[config.mk]
export PLATFORM = sky130hd
export DESIGN_NAME = bias_ctrl_flat
export DESIGN_NICKNAME = d
export VERILOG_FILES = /design/src/rtl/bias_ctrl_if.sv /design/src/rtl/bias_ctrl.sv /design/src/flat_wrapper.sv
export SDC_FILE = /design/constraint.sdc
export NUM_CORES = 1
export LEC_CHECK = 0
export CORE_ASPECT_RATIO = 0.5
export CORE_MARGIN = 1
export CORE_UTILIZATION = 30
export DETAILED_ROUTE_END_ITERATION = 10
export GPL_ROUTABILITY_DRIVEN = 1
export PLACE_DENSITY = 0.51
export SETUP_SLACK_MARGIN = 0.02
export SYNTH_ARGS = -nofsm -noshare
export SYNTH_HDL_FRONTEND = slang
export SYNTH_SLANG_ARGS = --single-unit
[constraint.sdc]
create_clock -name sclk -period 2.9 [get_ports sclk]
set_clock_uncertainty 0.1 [all_clocks]
set_input_delay 0.58 -clock sclk [delete_from_list [all_inputs] [get_ports sclk]]
set_output_delay 0.58 -clock sclk [all_outputs]
set_load 0.1 [all_outputs]
[src/rtl/bias_ctrl_if.sv]
// bias_ctrl_if -- signal bundle between the bias sequencing controller and its
// neighbours (DMA stream demux, bias buffer, conv-engine group scheduler).
//   master : the surrounding system (drives config, stream valid, group requests)
//   slave  : bias_ctrl (drives ready/strobes, read address, status flags)
// Signals:
//   soft_clr        synchronous abort
//   cfg_start       one-cycle config pulse, qualifies cfg_grp_num
//   cfg_grp_num[8]  number of 8-channel output groups (1..128 legal)
//   cfg_err         sticky illegal-config flag
//   bias_in_vld     bias word present on the DMA stream
//   bias_in_rdy     controller accepts a bias word
//   stream_bias_vld buffer write strobe
//   write_finish    last bias word of the layer
//   bias_loaded     layer bias resident in the buffer
//   grp_req         request for the next group's bias
//   bias_rd_addr[7] buffer read address (one group per address)
//   bias_vld        buffer output valid for the current group
//   req_err         sticky out-of-order request flag
//   layer_done      one-cycle end-of-layer pulse
interface bias_ctrl_if;
  logic       soft_clr;
  logic       cfg_start;
  logic [7:0] cfg_grp_num;
  logic       cfg_err;
  logic       bias_in_vld;
  logic       bias_in_rdy;
  logic       stream_bias_vld;
  logic       write_finish;
  logic       bias_loaded;
  logic       grp_req;
  logic [6:0] bias_rd_addr;
  logic       bias_vld;
  logic       req_err;
  logic       layer_done;

  modport master (
    output soft_clr, cfg_start, cfg_grp_num, bias_in_vld, grp_req,
    input  cfg_err, bias_in_rdy, stream_bias_vld, write_finish, bias_loaded,
           bias_rd_addr, bias_vld, req_err, layer_done
  );

  modport slave (
    input  soft_clr, cfg_start, cfg_grp_num, bias_in_vld, grp_req,
    output cfg_err, bias_in_rdy, stream_bias_vld, write_finish, bias_loaded,
           bias_rd_addr, bias_vld, req_err, layer_done
  );
endinterface

[src/rtl/bias_ctrl.sv]
// bias_ctrl -- per-layer bias buffer sequencer.
// Latches a layer configuration, gates 4*grp_num 64-bit bias words into the
// buffer (flagging the last one), then serves one 8-channel group per request,
// driving the buffer read address and a valid strobe aligned to the buffer's
// read latency.
// Parameters:
//   RD_LAT   buffer read latency in sclk edges, 1..4
// Ports:
//   sclk     clock
//   s_rst_n  asynchronous active-low reset
//   bus      bias_ctrl_if.slave (config, stream handshake, read side, status)
module bias_ctrl #(
  parameter int unsigned RD_LAT = 1
) (
  input  logic           sclk,
  input  logic           s_rst_n,
  bias_ctrl_if.slave     bus
);

  localparam logic [2:0] IDLE    = 3'd0;
  localparam logic [2:0] LOAD    = 3'd1;
  localparam logic [2:0] READY   = 3'd2;
  localparam logic [2:0] RD_WAIT = 3'd3;
  localparam logic [2:0] DONE    = 3'd4;

  logic [2:0] state;
  logic [7:0] grp_num;
  logic [7:0] grp_cnt;
  logic [8:0] word_cnt;
  // Index of the final word (4*grp_num-1); kept as total-1 so a full
  // 128-group layer (512 words) still fits in 9 bits.
  logic [8:0] last_idx;
  logic [2:0] lat_cnt;
  logic [6:0] rd_addr_q;
  logic       bias_in_rdy_q;
  logic       bias_loaded_q;
  logic       bias_vld_q;
  logic       layer_done_q;
  logic       cfg_err_q;
  logic       req_err_q;

  logic cfg_legal;
  logic accept;
  logic last_word;
  logic req_ok;
  logic last_grp;

  assign cfg_legal = (bus.cfg_grp_num != 8'd0) && (bus.cfg_grp_num <= 8'd128);
  assign accept    = bus.bias_in_vld & bias_in_rdy_q;
  assign last_word = (word_cnt == last_idx);
  // The bias_vld cycle already sits in READY; a request there is still too early.
  assign req_ok    = (state == READY) && !bias_vld_q;
  assign last_grp  = (grp_cnt == grp_num - 8'd1);

  always_ff @(posedge sclk or negedge s_rst_n) begin
    if (!s_rst_n) begin
      state         <= IDLE;
      grp_num       <= '0;
      grp_cnt       <= '0;
      word_cnt      <= '0;
      last_idx      <= '0;
      lat_cnt       <= '0;
      rd_addr_q     <= '0;
      bias_in_rdy_q <= 1'b0;
      bias_loaded_q <= 1'b0;
      bias_vld_q    <= 1'b0;
      layer_done_q  <= 1'b0;
      cfg_err_q     <= 1'b0;
      req_err_q     <= 1'b0;
    end else if (bus.soft_clr) begin
      state         <= IDLE;
      grp_num       <= '0;
      grp_cnt       <= '0;
      word_cnt      <= '0;
      last_idx      <= '0;
      lat_cnt       <= '0;
      rd_addr_q     <= '0;
      bias_in_rdy_q <= 1'b0;
      bias_loaded_q <= 1'b0;
      bias_vld_q    <= 1'b0;
      layer_done_q  <= 1'b0;
      cfg_err_q     <= 1'b0;
      req_err_q     <= 1'b0;
    end else begin
      bias_vld_q   <= 1'b0;
      layer_done_q <= 1'b0;

      if (bus.grp_req && !req_ok) begin
        req_err_q <= 1'b1;
      end

      case (state)
        IDLE: begin
          if (bus.cfg_start) begin
            if (cfg_legal) begin
              grp_num       <= bus.cfg_grp_num;
              last_idx      <= {7'(bus.cfg_grp_num - 8'd1), 2'b11};
              word_cnt      <= '0;
              grp_cnt       <= '0;
              bias_in_rdy_q <= 1'b1;
              state         <= LOAD;
            end else begin
              cfg_err_q <= 1'b1;
            end
          end
        end

        LOAD: begin
          if (accept) begin
            word_cnt <= word_cnt + 9'd1;
            if (last_word) begin
              bias_in_rdy_q <= 1'b0;
              bias_loaded_q <= 1'b1;
              state         <= READY;
            end
          end
        end

        READY: begin
          if (req_ok && bus.grp_req) begin
            rd_addr_q <= grp_cnt[6:0];
            lat_cnt   <= 3'(RD_LAT);
            state     <= RD_WAIT;
          end
        end

        RD_WAIT: begin
          if (lat_cnt == 3'd1) begin
            bias_vld_q <= 1'b1;
            grp_cnt    <= grp_cnt + 8'd1;
            state      <= last_grp ? DONE : READY;
          end else begin
            lat_cnt <= lat_cnt - 3'd1;
          end
        end

        DONE: begin
          layer_done_q  <= 1'b1;
          bias_loaded_q <= 1'b0;
          state         <= IDLE;
        end

        default: state <= IDLE;
      endcase
    end
  end

  assign bus.bias_in_rdy     = bias_in_rdy_q;
  assign bus.stream_bias_vld = accept;
  assign bus.write_finish    = accept & last_word;
  assign bus.bias_loaded     = bias_loaded_q;
  assign bus.bias_rd_addr    = rd_addr_q;
  assign bus.bias_vld        = bias_vld_q;
  assign bus.layer_done      = layer_done_q;
  assign bus.cfg_err         = cfg_err_q;
  assign bus.req_err         = req_err_q;

endmodule

[src/flat_wrapper.sv]
// flat-port wrapper written by rule: the top's interface ports become plain ports
module bias_ctrl_flat 
#(
  parameter int unsigned RD_LAT = 1
)
  (sclk, s_rst_n, bus_soft_clr, bus_cfg_start, bus_cfg_grp_num, bus_bias_in_vld, bus_grp_req, bus_cfg_err, bus_bias_in_rdy, bus_stream_bias_vld, bus_write_finish, bus_bias_loaded, bus_bias_rd_addr, bus_bias_vld, bus_req_err, bus_layer_done);
  bias_ctrl_if bus_i ();
  input  logic sclk;
  input  logic s_rst_n;
  input wire logic [$bits(bus_i.soft_clr)-1:0] bus_soft_clr;
  input wire logic [$bits(bus_i.cfg_start)-1:0] bus_cfg_start;
  input wire logic [$bits(bus_i.cfg_grp_num)-1:0] bus_cfg_grp_num;
  input wire logic [$bits(bus_i.bias_in_vld)-1:0] bus_bias_in_vld;
  input wire logic [$bits(bus_i.grp_req)-1:0] bus_grp_req;
  output wire logic [$bits(bus_i.cfg_err)-1:0] bus_cfg_err;
  output wire logic [$bits(bus_i.bias_in_rdy)-1:0] bus_bias_in_rdy;
  output wire logic [$bits(bus_i.stream_bias_vld)-1:0] bus_stream_bias_vld;
  output wire logic [$bits(bus_i.write_finish)-1:0] bus_write_finish;
  output wire logic [$bits(bus_i.bias_loaded)-1:0] bus_bias_loaded;
  output wire logic [$bits(bus_i.bias_rd_addr)-1:0] bus_bias_rd_addr;
  output wire logic [$bits(bus_i.bias_vld)-1:0] bus_bias_vld;
  output wire logic [$bits(bus_i.req_err)-1:0] bus_req_err;
  output wire logic [$bits(bus_i.layer_done)-1:0] bus_layer_done;
  assign bus_i.soft_clr = bus_soft_clr;
  assign bus_i.cfg_start = bus_cfg_start;
  assign bus_i.cfg_grp_num = bus_cfg_grp_num;
  assign bus_i.bias_in_vld = bus_bias_in_vld;
  assign bus_i.grp_req = bus_grp_req;
  assign bus_cfg_err = bus_i.cfg_err;
  assign bus_bias_in_rdy = bus_i.bias_in_rdy;
  assign bus_stream_bias_vld = bus_i.stream_bias_vld;
  assign bus_write_finish = bus_i.write_finish;
  assign bus_bias_loaded = bus_i.bias_loaded;
  assign bus_bias_rd_addr = bus_i.bias_rd_addr;
  assign bus_bias_vld = bus_i.bias_vld;
  assign bus_req_err = bus_i.req_err;
  assign bus_layer_done = bus_i.layer_done;
  bias_ctrl #(.RD_LAT(RD_LAT)) u_core (.sclk(sclk), .s_rst_n(s_rst_n), .bus(bus_i));
endmodule
# After elaboration in Yosys (flattened, before gate mapping)
# Cells that the tools add are included.
[word_totals]
latch_bits = 0
rom_bits = 0
reg_bits = 53
input_bits = 14
out_inout_bits = 15
mem_count = 0
wordCells = 118
mem_bits_rw = 0
[op_classes]
muxes = 55
n_addsub = 5
bitwise = 2
n_lt_le_gt_ge = 1
n_eq_ne = 15
mul = 0
div_mod_pow = 0
n_shift = 0
n_reduce_logical = 27
[ops]
columns = ["cell", "n"]
rows = [
  ["$mux 9", 8],
  ["$mux 8", 8],
  ["$mux 3", 11],
  ["$mux 7", 3],
  ["$mux 1", 19],
  ["$pmux 9 s2", 1],
  ["$pmux 8 s2", 1],
  ["$ne 3x2->1 const B", 4],
  ["$pmux 3 s4", 1],
  ["$reduce_and 3->1", 4],
  ["$reduce_bool 2->1", 6],
  ["$reduce_bool 3->1", 4],
  ["$add 9x1->9 const B", 1],
  ["$eq 9x9->1", 1],
  ["$ne 3x3->1 const B", 3],
  ["$add 8x1->8 const B", 1],
  ["$eq 8x8->1", 1],
  ["$le 8x8->1 const B", 1],
  ["$reduce_and 4->1", 2],
  ["$reduce_bool 8->1", 1],
  ["$sub 8x1->8 const B", 1],
  ["$sub 7x1->7 const B", 1],
  ["$eq 3x1->1 const B", 2],
  ["$eq 3x2->1 const B", 2],
  ["12 further kinds", 18],
]

# Depth between registers and ports, before layout
# Gate-level depths: netlist (run 1).
[logic_depth]
word_depth = 6
ltp_mapped = 8
depth_no_buf = 7

# Worst setup path before layout (run 1)
# No wires, ideal clock.
[synth_timing]
kind = "register to register"
start = "register u_core.bias_in_rdy_q, in the netlist u_core.bus.bias_in_rdy"
end = "register u_core.state[0]"
required_time_ns = 2.675
synth_period_minus_slack_ns = 6.005
setup_time_ns = 0.125
setup_slack_ns = -3.105
stages_incl_launch_ff = 6
arrival_ns = 5.780
n_path_buf = 0
cell_sequence = "dfrtp_1 and2_1 nand3_1 nor4_1 o21bai_1 mux2_2"
[synth_between]
elab_chain_len = 3
[synth_rtl]
columns = ["element", "line", "rtl"]
rows = [
  ["start: declaration", "bias_ctrl.sv:35", "logic bias_in_rdy_q;"],
  ["start signal: assignment", "bias_ctrl.sv:64", "bias_in_rdy_q <= 1'b0;"],
  ["start signal: assignment", "bias_ctrl.sv:78", "bias_in_rdy_q <= 1'b0;"],
  ["start signal: assignment", "bias_ctrl.sv:100", "bias_in_rdy_q <= 1'b1;"],
  ["$and 1x1->1", "bias_ctrl.sv:49", "assign accept = bus.bias_in_vld & bias_in_rdy_q;"],
  ["net bus_stream_bias_vld", "flat_wrapper.sv:17", "output wire logic [$bits(bus_i.stream_bias_vld)-1:0] bus_stream_bias_vld;"],
  ["$ne 3x2->1 (no source line)", "n/a", ""],
  ["$reduce_and 6->1 (no source line)", "n/a", ""],
  ["end signal: assignment", "bias_ctrl.sv:131", "state <= last_grp ? DONE : READY;"],
  ["end: declaration", "bias_ctrl.sv:26", "logic [2:0] state;"],
]
# The timed path passes the listed nets, and every way through them passes these cells.
# A chain may end at the register's enable or synchronous reset.

# Worst setup path after layout (run 1)
[layout_timing]
start = "input bus_cfg_grp_num[1]"
end = "register u_core.word_cnt[7]"
[layout_between]
elab_chain_len = 4
elab_cells_between_ends = 5
[layout_rtl]
columns = ["element", "line", "rtl"]
rows = [
  ["start: declaration", "flat_wrapper.sv:12", "input wire logic [$bits(bus_i.cfg_grp_num)-1:0] bus_cfg_grp_num;"],
  ["$le 8x8->1 / $reduce_bool 8->1 (equally long branches)", "bias_ctrl.sv:48", "assign cfg_legal = (bus.cfg_grp_num != 8'd0) && (bus.cfg_grp_num <= 8'd128);"],
  ["$logic_and 1x1->1 *", "bias_ctrl.sv:48", ""],
  ["$ne 3x2->1 (no source line) *", "n/a", ""],
  ["$reduce_and 4->1 (no source line) *", "n/a", ""],
  ["end signal: assignment", "bias_ctrl.sv:110", "word_cnt <= word_cnt + 9'd1;"],
  ["end: declaration", "bias_ctrl.sv:29", "logic [8:0] word_cnt;"],
]
# Mark *: on every way between the ends. The rest lies on a longest branch, timed or not.

==> flow_metrics.tcl, run 1 <==
set metrics [dict create \
    pwr-share-seq_pct 40.0 \
    clk_pin_slew_ns 0.06 \
    gp_congestion 0.762 \
    seq_area_frac_synth_pct 44.5 \
    vias_per_cell 4.99 \
    internal-power_mw 1.45 \
    synth_nets 315 \
    fin_crit_sh_pct 93.6 \
    cp_max_fo 17 \
    netlist_instances 294 \
    hold_buffers 0 \
    cts.sinks 52 \
    power.density_nw_per_um2 606 \
    n_fill_cell 937 \
    drv_cap 0 \
    root_buffer "clkbuf_16" \
    h-tree-depth 2 \
    postCtsSetupRepairBufs 0 \
    antenna_found_initial 0 \
    outcome "complete, no violations" \
    initial_core_util_pct 31.0 \
    startpoint_type "primary input" \
    rows 25 \
    routedWlPerCell_um 14.7 \
    grt_pass1_vias 2304 \
    layout_common_cells "dfrtp_1, buf_4, nor2_1" \
    power_leakage_nw 1.60 \
    p_sw_mw 0.749 \
    grt_max_degree 53 \
    path_class "primary input to flop" \
    cts_buffers 5 \
    clock_path_buffers 2 \
    setup_viol 0 \
    ir_drop_mv 0.244 \
    p_sw_share_pct 34.0 \
    worst_pin_slew_ns 0.679 \
    fmax_mhz 369 \
    dieArea_um2 10200 \
    ys_seq_elements 52 \
    ff2ff_path_depth 3 \
    die_x_um 142 \
    ioPinCount 29 \
    period_needed_ns 2.71 \
    required_ns 3.01 \
    endpoint_kind "flop" \
    post_cts_resized 0 \
    drt_pre_antenna_iters 4 \
    yosys_warnings 0 \
    synth_flop_cell "dfrtp_1" \
    cp.arrival_ns 2.82 \
    synthArstFlopShare_pct 100 \
    path_cells "clkdlybuf4s50_1, inv_1, ha_1, or4b_4, o22ai_2, o21ai_4, or4_1, a21oi_1" \
    max_slew_margin_pct 54.7 \
    core-area_um2 9450 \
    postSynthAreaPerCell_um2 9.95 \
    grt_pass1_wl_um 11700 \
    rsz0062_at_grt "true" \
    dr_total_vias 2338 \
    dp_hpwl_um 5120 \
    syn_area_um2 2930 \
    cts_tree "built" \
    synth_cell_types 57 \
    combPwrFrac_pct 30.3 \
    die_y_um 71.8 \
    diodes 0 \
    critPathMaxStageDelay_ns 0.53 \
    utilization_pct 38.4 \
    fin_nets 356 \
    grt_overflow_total 0 \
    drtIter0Drc 145 \
    grt_use_total_pct 14.9 \
    power.share.clock_pct 29.8 \
    synth_edf_count 0 \
    synthToLayoutAreaGrowth_pct 24.0 \
    drt_wl_total_um 6890 \
    hold_viol 0 \
    worstHoldPathType "primary input to asynchronous set/reset pin" \
    layout-drive-gt1-share_pct 18.0 \
    maxSlewViolCount 0 \
    ant_nets 0 \
    slowest_stage "or4_1" \
    fin_total_pwr_mw 2.20 \
    clk_latency_ns 0.29 \
    port_buffers 28 \
    drc 0 \
    final_common_cell "dfrtp_1" \
]
==> power groups by stage <==
stage               logic, mW  registers, mW  clock network (mW)
floorplan               0.448          0.908                   0
global placement        0.651          0.889                   0
detailed placement      0.662          0.891                   0
CTS                     0.666          0.877               0.675
global route            0.737          0.894               0.699
finish                  0.666          0.879               0.654
==> registers in the layout, summed over array words and instances, names as in the netlist <==
signal                   cells
u_core.bus.cfg_err           1
u_core.grp_cnt               8
u_core.bus.layer_done        1
u_core.grp_num               8
u_core.bus.bias_loaded       1
u_core.word_cnt              9
u_core.bus.bias_vld          1
u_core.bus.bias_rd_addr      7
u_core.lat_cnt               3
u_core.bus.bias_in_rdy       1
u_core.last_idx              8
u_core.state                 3
u_core.bus.req_err           1
==> path summary, 6_finish.rpt <==
kind	endpoint	slack (ns)	start
min in group sclk	u_core.bus.cfg_err	0.40	u_core.bus.cfg_err
min	u_core.word_cnt[7]	0.30	s_rst_n
max	u_core.word_cnt[7]	0.19	bus_cfg_grp_num[1]
max reg2reg	u_core.state[0]	0.68	u_core.state[0]
max in group asynchronous	u_core.bus.bias_in_rdy	1.89	s_rst_n
min reg2reg	u_core.bus.cfg_err	0.40	u_core.bus.cfg_err
==> synthesized netlist by cell type, types with 2 or more instances <==
cell type,n,area [um2]
a21o_1,4,30.0
a21oi_1,17,85.1
a22o_1,15,131
a31oi_1,3,18.8
and2_1,2,12.5
buf_2,3,15.0
clkbuf_1,8,30.0
dfrtp_1,52,1300
ha_1,7,87.6
inv_1,11,41.3
mux2_2,2,22.5
mux2i_1,7,70.1
nand2_1,12,45.0
nand2b_1,4,25.0
nand3_1,14,70.1
nand4_1,2,12.5
nand4b_1,2,17.5
nor2_1,24,90.1
nor2b_1,2,12.5
nor3_1,6,30.0
nor4_1,5,31.3
nor4b_1,3,26.3
o211ai_1,2,15.0
o21ai_0,10,50.1
o21bai_1,4,30.0
o31ai_1,7,52.6
or2_2,2,12.5
or3_1,8,50.1
or4_1,7,52.6
xnor2_1,15,131
xor2_1,8,70.1
==> through the flow <==
stage | setup slack (ns) | hold WS, ns | instance area [um2] | TNS (ns) | std cells
global placement | -0.0522 | 0.392 | 3470 | -0.176 | 463
finish | 0.187 | 0.303 | 3630 | 0 | 469
floorplan | -0.109 | 0.184 | 2950 | -0.323 | 294
detailed placement | -0.142 | 0.391 | 3470 | -0.614 | 463
global route | 0.00392 | 0.379 | 3630 | 0 | 469
CTS | 0.155 | 0.342 | 3620 | 0 | 469
==> per-layer routing <==
metal	global-route usage [%]	part of all wire, %	up-vias
met4	3.94	1.0	0
met3	3.21	2.1	7
met1	20.0	50	1147
met2	24.5	46	19
li1	-	-	1165
met5	0	0	-
==> area by class of cell <==
type	instances	area, um2	area share (%)
clock buffers	5	125	3.45
inverters	11	41.3	1.14
flip-flops and latches	52	1310	36.0
multi-input cells	218	1550	42.8
repair buffers	47	405	11.2
clock inverters	1	30.0	0.828
well taps	135	169	4.66
==> cell families after synthesis <==
| family | synth area share (%) |
|---|---|
| AOI/OAI and AO/OA | 18.5 |
| xor gates and xnor gates | 6.89 |
| adders and majority gates | 2.99 |
| buffers and inverters | 3.46 |
| DFF | 44.5 |
| muxes | 3.17 |
| and+or+nand+nor | 20.5 |
==> critical path: cells and delay by family <==
family          cells  cell delay, ns
compound gates      3            0.55
fa+ha+maj           1            0.16
simple gates        2            1.02
buf+inv             2            0.52
No activity file was read; power rests on OpenSTA's default activity.
==> run 2, diff against run 1 <==
--- a/config.mk
+++ b/config.mk
@@ -8,9 +8,11 @@
 export CORE_ASPECT_RATIO = 0.5
 export CORE_MARGIN = 1
 export CORE_UTILIZATION = 30
+export CTS_BUF_LIST = sky130_fd_sc_hd__clkbuf_16
 export DETAILED_ROUTE_END_ITERATION = 10
 export GPL_ROUTABILITY_DRIVEN = 1
 export PLACE_DENSITY = 0.51
+export RECOVER_POWER = 25
 export SETUP_SLACK_MARGIN = 0.02
 export SYNTH_ARGS = -nofsm -noshare
 export SYNTH_HDL_FRONTEND = slang
==> flow_metrics.tcl, run 2 (synthesis gave the netlist of run 1 again) <==
set metrics [dict create \
    drc 0 \
    root_buffer "clkbuf_16" \
    outcome "complete, no violations" \
    synthToLayoutAreaGrowth_pct 24.0 \
    grt_pass1_wl_um 11700 \
    rsz0062_at_grt "true" \
    required_ns 3.01 \
    cp.arrival_ns 2.82 \
    diodes 0 \
    drt_wl_total_um 6890 \
    worstHoldPathType "flop to flop" \
    worst_pin_slew_ns 1.32 \
    dp_hpwl_um 5120 \
    largest_reg_flops 9 \
    hold_viol 0 \
    port_buffers 28 \
    cts_tree "built" \
    gp_congestion 0.762 \
    layout_common_cells "dfrtp_1, buf_4, nor2_1" \
    power.density_nw_per_um2 606 \
    post-place-ws_ns -0.142 \
    cp.buffers_inverters 2 \
    path_cells "clkdlybuf4s50_1, inv_1, ha_1, or4b_4, o22ai_2, o21ai_4, or4_1, a21oi_1" \
    cts_buffers 5 \
    fin_nets 356 \
    max_slew_margin_pct 12.0 \
    maxSlewViolCount 0 \
    vias_per_cell 4.99 \
    post-place-cells 463 \
    dr_total_vias 2338 \
    drv_cap 0 \
    grt_max_degree 53 \
    power_leakage_nw 1.60 \
    routedWlPerCell_um 14.7 \
    h-tree-depth 2 \
    ir_drop_mv 0.244 \
    rows 25 \
    antenna_found_initial 0 \
    grt_overflow_total 0 \
    grt_use_total_pct 14.9 \
    layout-drive-gt1-share_pct 18.0 \
    fin_crit_sh_pct 93.6 \
    ant_nets 0 \
    startpoint_type "primary input" \
    slowest_stage "or4_1" \
    cpLargestDelayFamily "simple AND/OR/NAND/NOR gates" \
    fmax_mhz 369 \
    final_common_cell "dfrtp_1" \
    die_x_um 142 \
    n_fill_cell 938 \
    cts.sinks 52 \
    setup_viol 0 \
    clk_latency_ns 0.29 \
    hold_buffers 0 \
    drt_pre_antenna_iters 4 \
    clock_path_buffers 2 \
    cp_max_fo 17 \
    top_register "u_core.word_cnt" \
    grt_pass1_vias 2304 \
    path_class "primary input to flop" \
    dieArea_um2 10200 \
    initial_core_util_pct 31.0 \
    ioPinCount 29 \
    endpoint_kind "flop" \
    clk_pin_slew_ns 0.06 \
    multi_input_area_um2 1550 \
    period_needed_ns 2.71 \
    regArea_um2 1310 \
    postCtsSetupRepairBufs 0 \
    die_y_um 71.8 \
    critPathMaxStageDelay_ns 0.53 \
    post_cts_resized 0 \
    core-area_um2 9450 \
    drtIter0Drc 145 \
    layout_setup_ws_ns 0.187 \
    instances_no_fill 469 \
]
## run 2: layer usage
layer | share of wire [%] | wire, um | GRT usage (%) | up-vias
li1 | - | - | - | 1165
met1 | 50 | 3480 | 20.0 | 1147
met2 | 46 | 3190 | 24.5 | 19
met3 | 2.1 | 143 | 3.21 | 7
met4 | 1.0 | 72 | 3.94 | 0
met5 | 0 | 0 | 0 | -
## run 2: final cells by class
| class | instances | area share, % |
|---|---|---|
| tap | 135 | 4.66 |
| clock buffer | 5 | 3.45 |
| clock inverter | 1 | 0.828 |
| multi-input combinational | 218 | 42.8 |
| inverter | 11 | 1.14 |
| sequential | 52 | 36.0 |
| timing repair buffer | 47 | 11.1 |
## run 2: tightest hold or removal path: stages (launching register included)
cell and delay, ns:
dfrtp_1 0.35, a21oi_1 0.05, nor2_1 0.07
## run 2: worst paths after layout
check,slack (ns),depth (start not counted),startpoint,endpoint
worst min-delay path,0.40,2,u_core.bus.cfg_err,u_core.bus.cfg_err
worst max-delay path,0.19,8,bus_cfg_grp_num[1],u_core.word_cnt[7]
worst min register to register,0.40,2,u_core.bus.cfg_err,u_core.bus.cfg_err
min in group asynchronous,0.55,2,s_rst_n,u_core.word_cnt[7]
worst max register to register,0.68,3,u_core.state[0],u_core.state[0]
max in group asynchronous,1.20,2,s_rst_n,u_core.bus.bias_in_rdy
## run 2: where the power goes
group	internal, mW	total (mW)	switching (mW)
Combinational	0.267	0.665	0.398
Clock	0.398	0.654	0.257
Sequential	0.785	0.879	0.0941
## run 2: through the flow
stage               total power, mW  TNS [ns]  hold slack [ns]  utilization, %  instance area, um2
floorplan                      1.36    -0.323            0.184               -                2950
global placement               1.54    -0.176            0.392            36.7                3470
detailed placement             1.55    -0.614            0.391            36.7                3470
CTS                            2.22         0            0.342            38.3                3620
global route                   2.33         0            0.428            38.4                3630
finish                         2.20         0            0.404            38.4                3630
